$ cat config.mk
export PLATFORM = sky130hd
export DESIGN_NAME = edgetracing_accel_addr_gen_flat
export DESIGN_NICKNAME = d
export VERILOG_FILES = /design/src/rtl/edgetracing_accel_pkg.sv /design/src/rtl/edgetracing_accel_addr_gen_if.sv /design/src/rtl/edgetracing_accel_addr_fifo.sv /design/src/rtl/edgetracing_accel_addr_gen.sv /design/src/flat_wrapper.sv
export SDC_FILE = /design/constraint.sdc
export NUM_CORES = 1
export LEC_CHECK = 0
export ABC_AREA = 1
export BUFFER_PORTS_ARGS = -buffer_cell sky130_fd_sc_hd__buf_2
export CAP_MARGIN = 25
export CORE_UTILIZATION = 52
export CTS_CLUSTER_DIAMETER = 50
export CTS_CLUSTER_SIZE = 8
export DETAILED_ROUTE_END_ITERATION = 7
export GPL_TIMING_DRIVEN = 0
export PLACE_DENSITY_LB_ADDON = 0.08
export SYNTH_ARGS = -nofsm -noshare
export SYNTH_HDL_FRONTEND = slang
export SYNTH_SLANG_ARGS = --single-unit
$ cat constraint.sdc
create_clock -name clk -period 3.1 [get_ports clk]
set_clock_uncertainty 0.2 [all_clocks]
set_input_delay 0.62 -clock clk [delete_from_list [all_inputs] [get_ports clk]]
set_output_delay 0.62 -clock clk [all_outputs]
set_load 0.02 [all_outputs]
$ cat src/rtl/edgetracing_accel_pkg.sv
// Shared constants, address type and product sign-extension for the edge-tracing accelerator.
// Multiplier geometry must match the DSP instance wired to the address generator.
package edgetracing_accel_pkg;

  localparam int unsigned MUL_A_W         = 12;
  localparam int unsigned MUL_B_W         = 6;
  localparam int unsigned MUL_P_W         = 18;
  localparam int unsigned MUL_LAT_DEFAULT = 3;
  localparam int unsigned ADDR_W_DEFAULT  = 20;

  typedef logic [ADDR_W_DEFAULT-1:0] addr_t;

  function automatic addr_t sext_prod(input logic [MUL_P_W-1:0] prod);
    return {{(ADDR_W_DEFAULT - MUL_P_W){prod[MUL_P_W-1]}}, prod};
  endfunction

endpackage

$ cat src/rtl/edgetracing_accel_addr_gen_if.sv
// Request, multiplier and result signals of the address generator, bundled as one interface.
// slave: the address generator itself; master: the surrounding tracer/multiplier environment.
interface edgetracing_accel_addr_gen_if
  import edgetracing_accel_pkg::*;
#(
  parameter int unsigned ADDR_W = ADDR_W_DEFAULT
);

  logic               in_valid;
  logic               in_ready;
  logic [MUL_A_W-1:0] in_offset;
  logic [MUL_B_W-1:0] in_stride;
  logic [ADDR_W-1:0]  in_base;
  logic               mul_ce;
  logic [MUL_A_W-1:0] mul_din0;
  logic [MUL_B_W-1:0] mul_din1;
  logic [MUL_P_W-1:0] mul_dout;
  logic               out_valid;
  logic               out_ready;
  logic [ADDR_W-1:0]  out_addr;
  logic               busy;

  modport slave (
    input  in_valid, in_offset, in_stride, in_base, mul_dout, out_ready,
    output in_ready, mul_ce, mul_din0, mul_din1, out_valid, out_addr, busy
  );

  modport master (
    output in_valid, in_offset, in_stride, in_base, mul_dout, out_ready,
    input  in_ready, mul_ce, mul_din0, mul_din1, out_valid, out_addr, busy
  );

endinterface

$ cat src/rtl/edgetracing_accel_addr_fifo.sv
// Synchronous result FIFO with a registered head output (no fall-through) and occupancy count.
// A push is accepted while full only when a pop happens on the same edge.
module edgetracing_accel_addr_fifo #(
  parameter int unsigned Width = 20,
  parameter int unsigned Depth = 4
) (
  input  logic             clk,
  input  logic             reset,
  input  logic             push,
  input  logic [Width-1:0] wdata,
  input  logic             pop,
  output logic [Width-1:0] rdata,
  output logic             full,
  output logic             empty
);

  localparam int unsigned   PtrW    = $clog2(Depth);
  localparam logic [PtrW:0] CntFull = (PtrW + 1)'(Depth);
  localparam logic [PtrW:0] CntOne  = (PtrW + 1)'(1);

  logic [Width-1:0] mem_q [Depth];
  logic [PtrW-1:0]  wr_ptr_q, rd_ptr_q, rd_ptr_nxt;
  logic [PtrW:0]    count_q, count_d;
  logic [Width-1:0] head_q, head_d;
  logic             do_push, do_pop;

  assign empty      = (count_q == '0);
  assign full       = (count_q == CntFull);
  assign do_pop     = pop & ~empty;
  assign do_push    = push & (~full | do_pop);
  assign rd_ptr_nxt = rd_ptr_q + PtrW'(1);
  assign rdata      = head_q;

  always_comb begin
    count_d = count_q;
    case ({do_push, do_pop})
      2'b10:   count_d = count_q + CntOne;
      2'b01:   count_d = count_q - CntOne;
      default: count_d = count_q;
    endcase
  end

  // Head is preloaded so out_addr comes straight from a flop.
  always_comb begin
    head_d = head_q;
    if (do_pop) begin
      if (count_q > CntOne) begin
        head_d = mem_q[rd_ptr_nxt];
      end else if (do_push) begin
        head_d = wdata;
      end
    end else if (do_push && empty) begin
      head_d = wdata;
    end
  end

  always_ff @(posedge clk or posedge reset) begin
    if (reset) begin
      wr_ptr_q <= '0;
      rd_ptr_q <= '0;
      count_q  <= '0;
      head_q   <= '0;
    end else begin
      if (do_push) wr_ptr_q <= wr_ptr_q + PtrW'(1);
      if (do_pop)  rd_ptr_q <= rd_ptr_nxt;
      count_q <= count_d;
      head_q  <= head_d;
    end
  end

  always_ff @(posedge clk) begin
    if (do_push) mem_q[wr_ptr_q] <= wdata;
  end

endmodule

$ cat src/rtl/edgetracing_accel_addr_gen.sv
// Issue/collect stage around the offset x stride multiplier; forms base + sext(product) addresses.
// Optional counters behind EDGETRACING_ADDR_GEN_STATS_EN (results popped, stalled cycles).
module edgetracing_accel_addr_gen
  import edgetracing_accel_pkg::*;
#(
  parameter int unsigned MUL_LAT    = MUL_LAT_DEFAULT,
  parameter int unsigned ADDR_W     = ADDR_W_DEFAULT,
  parameter int unsigned FIFO_DEPTH = 4
) (
  input  logic                         clk,
  input  logic                         reset,
  edgetracing_accel_addr_gen_if.slave  bus
`ifdef EDGETRACING_ADDR_GEN_STATS_EN
  ,
  output logic [31:0]                  stat_out_cnt,
  output logic [31:0]                  stat_stall_cnt
`endif
);

  logic [MUL_LAT-1:0] vld_sr_q;
  logic [ADDR_W-1:0]  base_sr_q [MUL_LAT];
  logic [ADDR_W-1:0]  prod_sext;
  logic [ADDR_W-1:0]  land_addr;
  logic               land_pending, land, accept, mul_ce;
  logic               fifo_full, fifo_empty;

  // Stall only when a landing product has nowhere to go this edge.
  assign land_pending = vld_sr_q[MUL_LAT-1];
  assign mul_ce       = ~(land_pending & fifo_full & ~bus.out_ready);
  assign land         = mul_ce & land_pending;
  assign accept       = bus.in_valid & mul_ce;

  assign bus.in_ready = mul_ce;
  assign bus.mul_ce   = mul_ce;
  assign bus.mul_din0 = bus.in_offset;
  assign bus.mul_din1 = bus.in_stride;
  assign bus.busy     = (|vld_sr_q) | ~fifo_empty;
  assign bus.out_valid = ~fifo_empty;

  if (ADDR_W == ADDR_W_DEFAULT) begin : g_sext_pkg
    assign prod_sext = sext_prod(bus.mul_dout);
  end else begin : g_sext_gen
    assign prod_sext = ADDR_W'($signed(bus.mul_dout));
  end

  assign land_addr = base_sr_q[MUL_LAT-1] + prod_sext;

  // Tracker advances in lockstep with the multiplier pipeline.
  always_ff @(posedge clk or posedge reset) begin
    if (reset) begin
      vld_sr_q <= '0;
      for (int i = 0; i < int'(MUL_LAT); i++) base_sr_q[i] <= '0;
    end else if (mul_ce) begin
      vld_sr_q[0]  <= accept;
      base_sr_q[0] <= bus.in_base;
      for (int i = 1; i < int'(MUL_LAT); i++) begin
        vld_sr_q[i]  <= vld_sr_q[i-1];
        base_sr_q[i] <= base_sr_q[i-1];
      end
    end
  end

  edgetracing_accel_addr_fifo #(
    .Width (ADDR_W),
    .Depth (FIFO_DEPTH)
  ) u_fifo (
    .clk   (clk),
    .reset (reset),
    .push  (land),
    .wdata (land_addr),
    .pop   (bus.out_ready),
    .rdata (bus.out_addr),
    .full  (fifo_full),
    .empty (fifo_empty)
  );

`ifdef EDGETRACING_ADDR_GEN_STATS_EN
  logic [31:0] out_cnt_q, stall_cnt_q;

  always_ff @(posedge clk or posedge reset) begin
    if (reset) begin
      out_cnt_q   <= '0;
      stall_cnt_q <= '0;
    end else begin
      if (~fifo_empty && bus.out_ready && (out_cnt_q != '1)) out_cnt_q <= out_cnt_q + 32'd1;
      if (~mul_ce && (stall_cnt_q != '1)) stall_cnt_q <= stall_cnt_q + 32'd1;
    end
  end

  assign stat_out_cnt   = out_cnt_q;
  assign stat_stall_cnt = stall_cnt_q;
`endif

endmodule

$ cat src/flat_wrapper.sv
// flat-port wrapper written by rule: the top's interface ports become plain ports
module edgetracing_accel_addr_gen_flat import edgetracing_accel_pkg::*;
#(
  parameter int unsigned MUL_LAT    = MUL_LAT_DEFAULT,
  parameter int unsigned ADDR_W     = ADDR_W_DEFAULT,
  parameter int unsigned FIFO_DEPTH = 4
)
  (clk, reset, bus_in_valid, bus_in_offset, bus_in_stride, bus_in_base, bus_mul_dout, bus_out_ready, bus_in_ready, bus_mul_ce, bus_mul_din0, bus_mul_din1, bus_out_valid, bus_out_addr, bus_busy);
  edgetracing_accel_addr_gen_if #(.ADDR_W(ADDR_W)) bus_i ();
  input  logic clk;
  input  logic reset;
  input wire logic [$bits(bus_i.in_valid)-1:0] bus_in_valid;
  input wire logic [$bits(bus_i.in_offset)-1:0] bus_in_offset;
  input wire logic [$bits(bus_i.in_stride)-1:0] bus_in_stride;
  input wire logic [$bits(bus_i.in_base)-1:0] bus_in_base;
  input wire logic [$bits(bus_i.mul_dout)-1:0] bus_mul_dout;
  input wire logic [$bits(bus_i.out_ready)-1:0] bus_out_ready;
  output wire logic [$bits(bus_i.in_ready)-1:0] bus_in_ready;
  output wire logic [$bits(bus_i.mul_ce)-1:0] bus_mul_ce;
  output wire logic [$bits(bus_i.mul_din0)-1:0] bus_mul_din0;
  output wire logic [$bits(bus_i.mul_din1)-1:0] bus_mul_din1;
  output wire logic [$bits(bus_i.out_valid)-1:0] bus_out_valid;
  output wire logic [$bits(bus_i.out_addr)-1:0] bus_out_addr;
  output wire logic [$bits(bus_i.busy)-1:0] bus_busy;
  assign bus_i.in_valid = bus_in_valid;
  assign bus_i.in_offset = bus_in_offset;
  assign bus_i.in_stride = bus_in_stride;
  assign bus_i.in_base = bus_in_base;
  assign bus_i.mul_dout = bus_mul_dout;
  assign bus_i.out_ready = bus_out_ready;
  assign bus_in_ready = bus_i.in_ready;
  assign bus_mul_ce = bus_i.mul_ce;
  assign bus_mul_din0 = bus_i.mul_din0;
  assign bus_mul_din1 = bus_i.mul_din1;
  assign bus_out_valid = bus_i.out_valid;
  assign bus_out_addr = bus_i.out_addr;
  assign bus_busy = bus_i.busy;
  edgetracing_accel_addr_gen #(.MUL_LAT(MUL_LAT), .ADDR_W(ADDR_W), .FIFO_DEPTH(FIFO_DEPTH)) u_core (.clk(clk), .reset(reset), .bus(bus_i));
endmodule
# --- After elaboration in Yosys (flattened, before gate mapping) ---
# Memory sizes are Yosys's and may differ from the RTL's.
# Cells that the tools add are included.
word_totals:
  regBits: 90
  mem_bits_rw: 80
  inputBits: 60
  output_inout_bits: 42
  memories: 1
mem_list:
  columns: ["memory", "depth", "word_bits", "rd", "rd_ports_with_merged_regs", "wr", "line_no", "source"]
  rows:
  - ["u_core.u_fifo.mem_q", 4, 20, 1, 0, 1, "edgetracing_accel_addr_fifo.sv:21", "logic [Width-1:0] mem_q [Depth];"]
op_classes:
  add_sub_neg: 5
  order_cmp: 1
  n_eq_ne: 4
  muxes: 7
  bitwise_logic: 12
  n_reduce_logical: 6
op_table:
  columns: ["cell", "count"]
  rows:
  - ["$mux 20", 4]
  - ["$add 20x20->20", 1]
  - ["$and 1x1->1", 6]
  - ["$pmux 3 s2", 1]
  - ["$add 2x1->2 const B", 2]
  - ["$not 1->1", 4]
  - ["$reduce_bool 2->1", 2]
  - ["$add 3x1->3 const B", 1]
  - ["$eq 3x3->1 const B", 1]
  - ["$gt 3x1->1 const B", 1]
  - ["$logic_not 3->1", 1]
  - ["$ne 3x2->1 const B", 1]
  - ["$reduce_or 3->1", 1]
  - ["$sub 3x1->3 const B", 1]
  - ["$eq 2x1->1 const B", 1]
  - ["$eq 2x2->1 const B", 1]
  - ["$mux 1", 2]
  - ["$or 1x1->1", 2]
  - ["$reduce_and 2->1", 1]
  - ["$logic_and 1x1->1", 1]

# --- Longest topological paths before layout ---
# Gate-level depths: netlist (run 1).
depth:
  depth_word: 9
  depth_mapped: 14
  ltp_nobuf: 13

# --- By module ---
# From an unflattened synthesis (run 1), not the netlist that was laid out.
unflattened:
  hier_cells: 977
  hier_area_um2: 8383.0
modules_own_cells:
  columns: ["mod", "instances", "cells_each", "area_each_um2", "seq_area_each_um2"]
  rows:
  - ["edgetracing_accel_addr_fifo", 1, 483, 4735.8, 3078.0]
  - ["edgetracing_accel_addr_gen", 1, 494, 3647.2, 1576.5]

# --- Worst setup path after synthesis (run 1) ---
# Ideal clock, no wire load.
synth_path:
  path_kind: "register to register"
  startpoint: "reg u_core.u_fifo.count_q[0]"
  endpoint: "mem u_core.u_fifo.mem_q[0][0] (enable)"
  setup_ns: 0.397
  arrival_time_ns: 2.194
  required_ns: 2.503
  slack_ns: 0.309
  path_stages_with_launch: 9
  period_less_slack_ns: 2.791
  cell_sequence: "dfrtp_1 -> inv_1 -> ha_1 -> nand2_4 -> nand2_4 -> nand4_4 -> buf_4 -> nand2_2 -> nor2_1"
synth_between:
  elab_cells_between_ends: 13
  classes_between: "eq/ne (1); mux (2); bitwise (9); reduce/logical (1)"
synth_rtl:
  columns: ["item", "line_no", "source"]
  rows:
  - ["start: declaration", "edgetracing_accel_addr_fifo.sv:23", "logic [PtrW:0] count_q, count_d;"]
  - ["start signal: assignment", "edgetracing_accel_addr_fifo.sv:66", "count_q <= count_d;"]
  - ["$logic_not 3->1", "edgetracing_accel_addr_fifo.sv:27", "assign empty = (count_q == '0);"]
  - ["$not 1->1", null, null]
  - ["via bus_out_valid", "flat_wrapper.sv:22", "output wire logic [$bits(bus_i.out_valid)-1:0] bus_out_valid;"]
  - ["$and 1x1->1", "edgetracing_accel_addr_fifo.sv:29", "assign do_pop = pop & ~empty;"]
  - ["$or 1x1->1", "edgetracing_accel_addr_fifo.sv:30", "assign do_push = push & (~full | do_pop);"]
  - ["$and 1x1->1", "edgetracing_accel_addr_fifo.sv:30", null]
  - ["$mux 1", "edgetracing_accel_addr_fifo.sv:72", "if (do_push) mem_q[wr_ptr_q] <= wdata;"]
  - ["$mux 1 (not written as such)", "edgetracing_accel_addr_fifo.sv:72", null]
  - ["end: declaration", "edgetracing_accel_addr_fifo.sv:21", null]
# The timed path passes the listed nets, and every way through them passes these cells.

# --- Final worst setup path (run 1) ---
layout_path:
  startpoint: "reg u_core.u_fifo.count_q[1]"
  endpoint: "out bus_mul_ce"
layout_between:
  elab_chain_cells: 4
layout_rtl:
  columns: ["item", "line_no", "source"]
  rows:
  - ["$eq 3x3->1", "edgetracing_accel_addr_fifo.sv:28", "assign full = (count_q == CntFull);"]
  - ["$and 1x1->1 (2 in series)", "edgetracing_accel_addr_gen.sv:29", "assign mul_ce = ~(land_pending & fifo_full & ~bus.out_ready);"]
  - ["$not 1->1", "edgetracing_accel_addr_gen.sv:29", null]
  - ["end: declaration", "flat_wrapper.sv:19", "output wire logic [$bits(bus_i.mul_ce)-1:0] bus_mul_ce;"]
# Every way passes these cells.

==> results of run 1 <==
final cells by class:
type / count / area [um2] / share of cell area [%]
clock inverter: 10 / 166 / 1.75
timing repair buffer: 90 / 548 / 5.76
tap: 188 / 235 / 2.47
multi-input combinational: 537 / 2820 / 29.6
buffer: 44 / 287 / 3.01
clock buffer: 22 / 454 / 4.78
sequential: 170 / 4650 / 48.9
inverter: 90 / 347 / 3.64
kinds of logic after synthesis:
kind of cell | after synthesis | synth area share (%)
and+or+nand+nor | 337 | 16.9
DFF | 170 | 57.6
AOI/OAI and AO/OA | 138 | 9.02
buffers and inverters | 134 | 7.71
adders and majority gates | 29 | 4.58
muxes | 20 | 2.79
xor gates and xnor gates | 13 | 1.41
routing by layer:
layer,share of wire [%],up-vias
li1,-,2960
met1,45,2801
met2,49,134
met3,3.3,28
met4,2.1,0
met5,0,-
worst paths after layout:
kind | start | endpoint | cells past startpoint
min in group clk | bus_in_base[5] | u_core.base_sr_q[45]$_DFFE_PP0N_ | 2
worst min register to register | u_core.u_fifo.rdata[14]$_DFFE_PP0P_ | u_core.u_fifo.rdata[14]$_DFFE_PP0P_ | 2
worst min-delay path | reset | u_core.base_sr_q[41]$_DFFE_PP0N_ | 2
max in group asynchronous | reset | u_core.u_fifo.rdata[15]$_DFFE_PP0P_ | 3
worst max-delay path | u_core.u_fifo.count_q[1]$_DFFE_PP0P_ | bus_mul_ce | 9
worst max register to register | u_core.u_fifo.count_q[1]$_DFFE_PP0P_ | u_core.u_fifo.rdata[10]$_DFFE_PP0P_ | 14
state kept, by name (all words and copies together), names as in the netlist:
| name | flops |
|---|---|
| u_core.u_fifo.mem_q | 80 |
| u_core.base_sr_q | 60 |
| u_core.u_fifo.rdata | 20 |
| u_core.u_fifo.count_q | 3 |
| u_core.vld_sr_q | 3 |
| u_core.u_fifo.rd_ptr_q | 2 |
| u_core.u_fifo.wr_ptr_q | 2 |
power by group through the flow:
| stage | registers (mW) | clock network, mW | logic (mW) |
|---|---|---|---|
| 6_report | 3.74 | 2.24 | 3.98 |
| 5_1_grt | 3.81 | 2.36 | 4.48 |
| 4_1_cts | 3.74 | 2.27 | 3.99 |
| 3_5_place_dp | 3.78 | 0 | 3.96 |
| 3_3_place_gp | 3.75 | 0 | 3.73 |
| 2_1_floorplan | 3.86 | 0 | 2.56 |
cell usage in the layout, fill, tap and decap left out, types with 3 or more instances in the layout:
cell        netlist  routed
ha_1             28      27
nand2_4           3       3
o21ai_0          55      55
bufinv_16         0       4
dfrtp_1          90      90
nor2_1           60      56
inv_1            86      85
nand4_1           3       3
buf_2             8      90
buf_6             2       3
xor2_1           10      10
mux2_1           20      20
clkinv_4          1       3
buf_4            24      24
a22oi_1           3       3
edfxtp_1         80      80
clkbuf_16         0      17
xnor2_1           3       3
nand3_1          36      36
o21ai_1           6       6
clkbuf_1         10      14
nand2_1         230     230
nor2_2            0       4
a21oi_1          62      62
inv_2             3       3
clkinvlp_4        0       3
o211ai_1          5       5
what timing repair did:
action	CTS	global route
resized for setup	2	1
setup buffers	1	0
setup endpoints to repair	5	1
metrics by stage:
stage | setup TNS, ps | area, um2 | util [%] | hold WS [ps]
global placement | -41360 | 8740 | 57.5 | 259
global route | 0 | 9510 | 62.6 | 65.1
CTS | 0 | 9510 | 62.5 | 38.2
finish | 0 | 9510 | 62.6 | 35.6
floorplan | 0 | 8090 | - | 246
detailed placement | -51.7 | 8870 | 58.4 | 260
==> metrics.txt, run 1 <==
Hold Path Class input port to asynchronous set/reset pin; clock power share ~23%; crit path cell chain inv_1 > ha_2 > nand2_4 > nand2_4 > nand4_4 > buf_6 > clkbuf_4 > buf_4 > buf_2; Worst path max stage delay 420 ps; Mean Syn Cell Area between 9 and 10 um2; antenna violations before repair 0; gr usage total between 20 and 25%; internal power 6.08 mW; row cnt 45; Switch Pwr between 3 and 4 mW; Most used DFF post-synth dfrtp_1; FFs w/ async S/R, synth roughly 53%; H-tree Lvls 4; synth cell count leaders nand2_1 (230), dfrtp_1 (90), inv_1 (86), edfxtp_1 (80), a21oi_1 (62); RePlAce Congestion 0.831; met2 GRT Util 41.8%; final WL 18600 um; worst skew pair latency 430 ps; fin crit period 2980 ps; top-count cell post-synth nand2_1; peak supply drop between 0.3 and 0.4 mV; CTS tree built; endpoints failing setup 0; met1 Track Usage GR 31.5%; Power Dens Cells 1050 nW/um2; post-synth top area cell edfxtp_1; Relative slew margins around 50%; sw frac 39.0%; hold buffers post-CTS 0; Leakage 4.52 nW; CTS max path bufs 2; Pwr Total 9.96 mW; CP most frequent cell nand2_4; Cell Count, Final, Fillers Out 1151; max-cap violations 0; Most Crowded Layer GR met2; Syn Nets a little over 900; n_diodes 0; drt drc 0; slew at the pin closest to its max-slew limit 741 ps; CP startpoint kind flop; fin crit share 96.2%; number of flops mapped to enable cells by yosys 80; number of global-route vias before repair roughly 6000; dpl hpwl ~14000 um; Root Driver clkbuf_16; Final Hold Fails 0; via/cell ratio 5.15; status finished, final reports clean; flop2flop setup slack 190 ps; Mapped Cells 841; CP Capture Type primary output; WP data required 2280 ps; TritonRoute pass-1 iters 6; largest cells by area after synthesis edfxtp_1 (30%), dfrtp_1 (28%), nand2_1 (11%); Seq cells post-synth 170; effective utilization at floorplan 53.2%; Critical path buffers and inverters 5; WL/cell 16.2 um; Gate power share 40.0%; CP arrival 2160 ps; area share of the largest cell type after synthesis 29.7%; Yosys warnings 0; Slew Limit Fails 0; RSZ-0062 raised after global routing no; Worst Setup Path Type flop to primary output; Sink Count 170; register area share after synthesis 57.6%; Die Wd 127 um; Area growth syn-to-layout 17.6%; CTS buffer count 17; Reg power frac a little under two fifths; pre-CTS setup slack -18.3 ps; M3 GR Usage between 4 and 5%; via count 5923; largest net degree at the start of global routing 45; gr ovfl total 0; initial DRC count 381; clk slew on worst S/H paths ~60 ps; Largest delay share family, worst path buffers and inverters; Crit Path Max Fanout 11; first-pass GRT wire length 29800 um; Fillers roughly 1300; Critical-path top delay cell dfrtp_1; Placed Cells 1118; IO Port Bufs 83; share of layout cells above drive strength 1 17.4%; nets 1039; Final Worst Setup Slack 118 ps; DIE HEIGHT 127 um; Syn Std Cell Area 8080 um2; number of distinct library cells after synthesis 32; Max Clock Freq 335 MHz; Core Footprint approximately 15000 um2; Ports about 100; Die ar. 16000 um2; Post-DRT Antenna Nets 0
Note: power is estimated with default switching activity, not from simulation.
==> inputs of run 2 (changes only) <==
Settings changed: CELL_PAD_IN_SITES_DETAIL_PLACEMENT from default to 1, CELL_PAD_IN_SITES_GLOBAL_PLACEMENT from default to 1, CORE_UTILIZATION 52 to 41, GPL_TIMING_DRIVEN 0 to default.
==> metrics.txt, run 2 (synthesis gave the netlist of run 1 again) <==
largest net degree at the start of global routing 108 (+140%); hold buffers post-CTS 0 (unchanged); Largest Register u_core.u_fifo.mem_q; CP arrival 2150 ps (about the same); Largest delay share family, worst path buffers and inverters; via/cell ratio 5.01 (-2.7%); WP data required 2280 ps (about the same); RePlAce Congestion 0.822 (-1.1%); IO Port Bufs 65 (-22%); worst skew pair latency 430 ps (about the same); Die Wd 142 um (+12%); peak supply drop 0.428 mV (+7.7%); drt drc 0 (unchanged); Power Dens Cells 1070 nW/um2 (+2.0%); initial DRC count 181 (-52%); nets 986 (-5.1%); worst reg2reg startpoint u_core.u_fifo.count_q[1]$_DFFE_PP0P_; Die ar. 20300 um2 (+26%); Worst Setup Path Type flop to primary output; commonest non-fill, non-tap cells in the layout nand2_1 (230), dfrtp_1 (90), inv_1 (85), edfxtp_1 (80), buf_2 (65); gr ovfl total 0 (unchanged); endpoints failing setup 0 (unchanged); Ports 102 (unchanged); CTS max path bufs 2 (unchanged); CP Capture Type primary output; Crit Path Max Fanout 107 (+96); gr usage total 20.9% (-3.7 points); CTS buffer count 17 (unchanged); fin crit share 95.6% (-0.55 points); Sink Count 170 (unchanged); WL/cell 16.5 um (+1.7%); number of global-route vias before repair 6346 (+6.1%); Critical-path top delay cell dfrtp_1; n_diodes 0 (unchanged); antenna violations before repair 0 (unchanged); status finished, final reports clean; Cell Count, Final, Fillers Out 1170 (+1.7%); CP startpoint kind flop; crit path cell chain inv_1 > ha_1 > nand2_4 > nand2_4 > nand4_4 > buf_12 > buf_2; final setup TNS 0 ps (unchanged); via count 5858 (-1.1%); Pwr Total 9.87 mW (-0.91%); Max Clock Freq 337 MHz (+0.57%); H-tree Lvls 4 (unchanged); Worst path max stage delay 430 ps (about the same); first-pass GRT wire length 32200 um (+7.8%); row cnt 50 (+11%); post-CTS sizing 0 (-2); most common cell after layout, fill and taps aside nand2_1; Critical path buffers and inverters 3 (-2); TritonRoute pass-1 iters 6 (unchanged); Post-DRT Antenna Nets 0 (unchanged); max-cap violations 0 (unchanged); dpl hpwl 13700 um (+0.79%); Hold Path Class input port to asynchronous set/reset pin; Worst Reg-to-Reg Cells 12 (-2); Core Footprint 19000 um2 (+25%); DIE HEIGHT 142 um (+12%); max FFs per register 80 (unchanged); flop2flop setup slack 310 ps (+120 ps); r2r endpoint u_core.u_fifo.rdata[3]$_DFFE_PP0P_; Root Driver clkbuf_16; CP most frequent cell nand2_4; CTS tree built; slew at the pin closest to its max-slew limit 817 ps (+76.4 ps); final core utilization 48.6% (-14 points); Final Hold Fails 0 (unchanged); share of layout cells above drive strength 1 13.6% (-3.8 points); fin crit period 2970 ps (-16.9 ps); Relative slew margins 45.4% (-5.2 points); RSZ-0062 raised after global routing no; pre-CTS setup slack 269 ps (+287 ps); clk slew on worst S/H paths 70 ps (about the same); Placed Cells 1138 (+1.8%); Slew Limit Fails 0 (unchanged); effective utilization at floorplan 42.5% (-11 points); Final Worst Setup Slack 135 ps (+16.9 ps); Area growth syn-to-layout 14.3%; final WL 19300 um (+3.4%); number of buffers added for setup after CTS 0 (-1); Leakage 4.32 nW (-4.3%)
[run 2: changes by cell type in the layout (fill, tap and decap cells not counted), sizes merged]
| cell | previous run | this run |
|---|---|---|
| clkinvlp | 3 | 2 |
| clkinv | 4 | 5 |
| buf | 123 | 81 |
| clkbuf | 33 | 18 |
| inv | 89 | 94 |
| bufinv | 4 | 3 |
[run 2: worst reg2reg max path: stages, from the launching register on]
cell	delay [ps]
dfrtp_1	410
inv_1	120
ha_1	280
nand2_4	100
nand2_4	100
nand4_4	100
nand2_2	180
ha_1	250
inv_1	90
o21ai_2	420
inv_2	210
o211ai_1	150
nand2_1	80
[run 2: area by class of cell]
| cell class | count | area, um2 |
|---|---|---|
| clock buffers | 18 | 439 |
| well taps | 260 | 325 |
| repair buffers | 81 | 483 |
| flip-flops and latches | 170 | 4650 |
| inverters | 90 | 347 |
| multi-input cells | 537 | 2810 |
| fillers | 2215 | 9780 |
| clock inverters | 14 | 181 |
[run 2: layer usage]
layer	up-vias	GRT usage (%)	wire length, um
met5	-	0	0
met4	0	6.79	338
met3	39	3.26	587
met2	97	35.8	9380
met1	2871	26.9	8950
li1	2851	-	-
[run 2: how the worst max path moves through the flow]
stage	end	depth (start not counted)	startpoint
global placement	u_core.u_fifo.mem_q[2][12]$_DFFE_PP_	11	bus_mul_dout[0]
finish	bus_in_ready	7	u_core.u_fifo.count_q[0]$_DFFE_PP0P_
global route	bus_in_ready	7	u_core.u_fifo.count_q[0]$_DFFE_PP0P_
floorplan	u_core.u_fifo.mem_q[0][0]$_DFFE_PP_	8	u_core.u_fifo.count_q[0]$_DFFE_PP0P_
CTS	bus_in_ready	7	u_core.u_fifo.count_q[0]$_DFFE_PP0P_
detailed placement	u_core.u_fifo.rdata[3]$_DFFE_PP0P_	12	u_core.u_fifo.count_q[0]$_DFFE_PP0P_
[run 2: per-stage QoR]
step	hold slack (ps)	cell area [um2]
after floorplan	246	8090
after global placement	258	8610
after detailed placement	262	8610
after CTS	163	9240
after global routing	183	9240
final	135	9240
[run 2: report_power, final]
group | internal (mW) | switching (mW) | leakage (nW)
Sequential | 3.42 | 0.361 | 1.79
Clock | 1.31 | 0.944 | 0.307
Combinational | 1.21 | 2.62 | 2.22
Total | 5.94 | 3.93 | 4.32
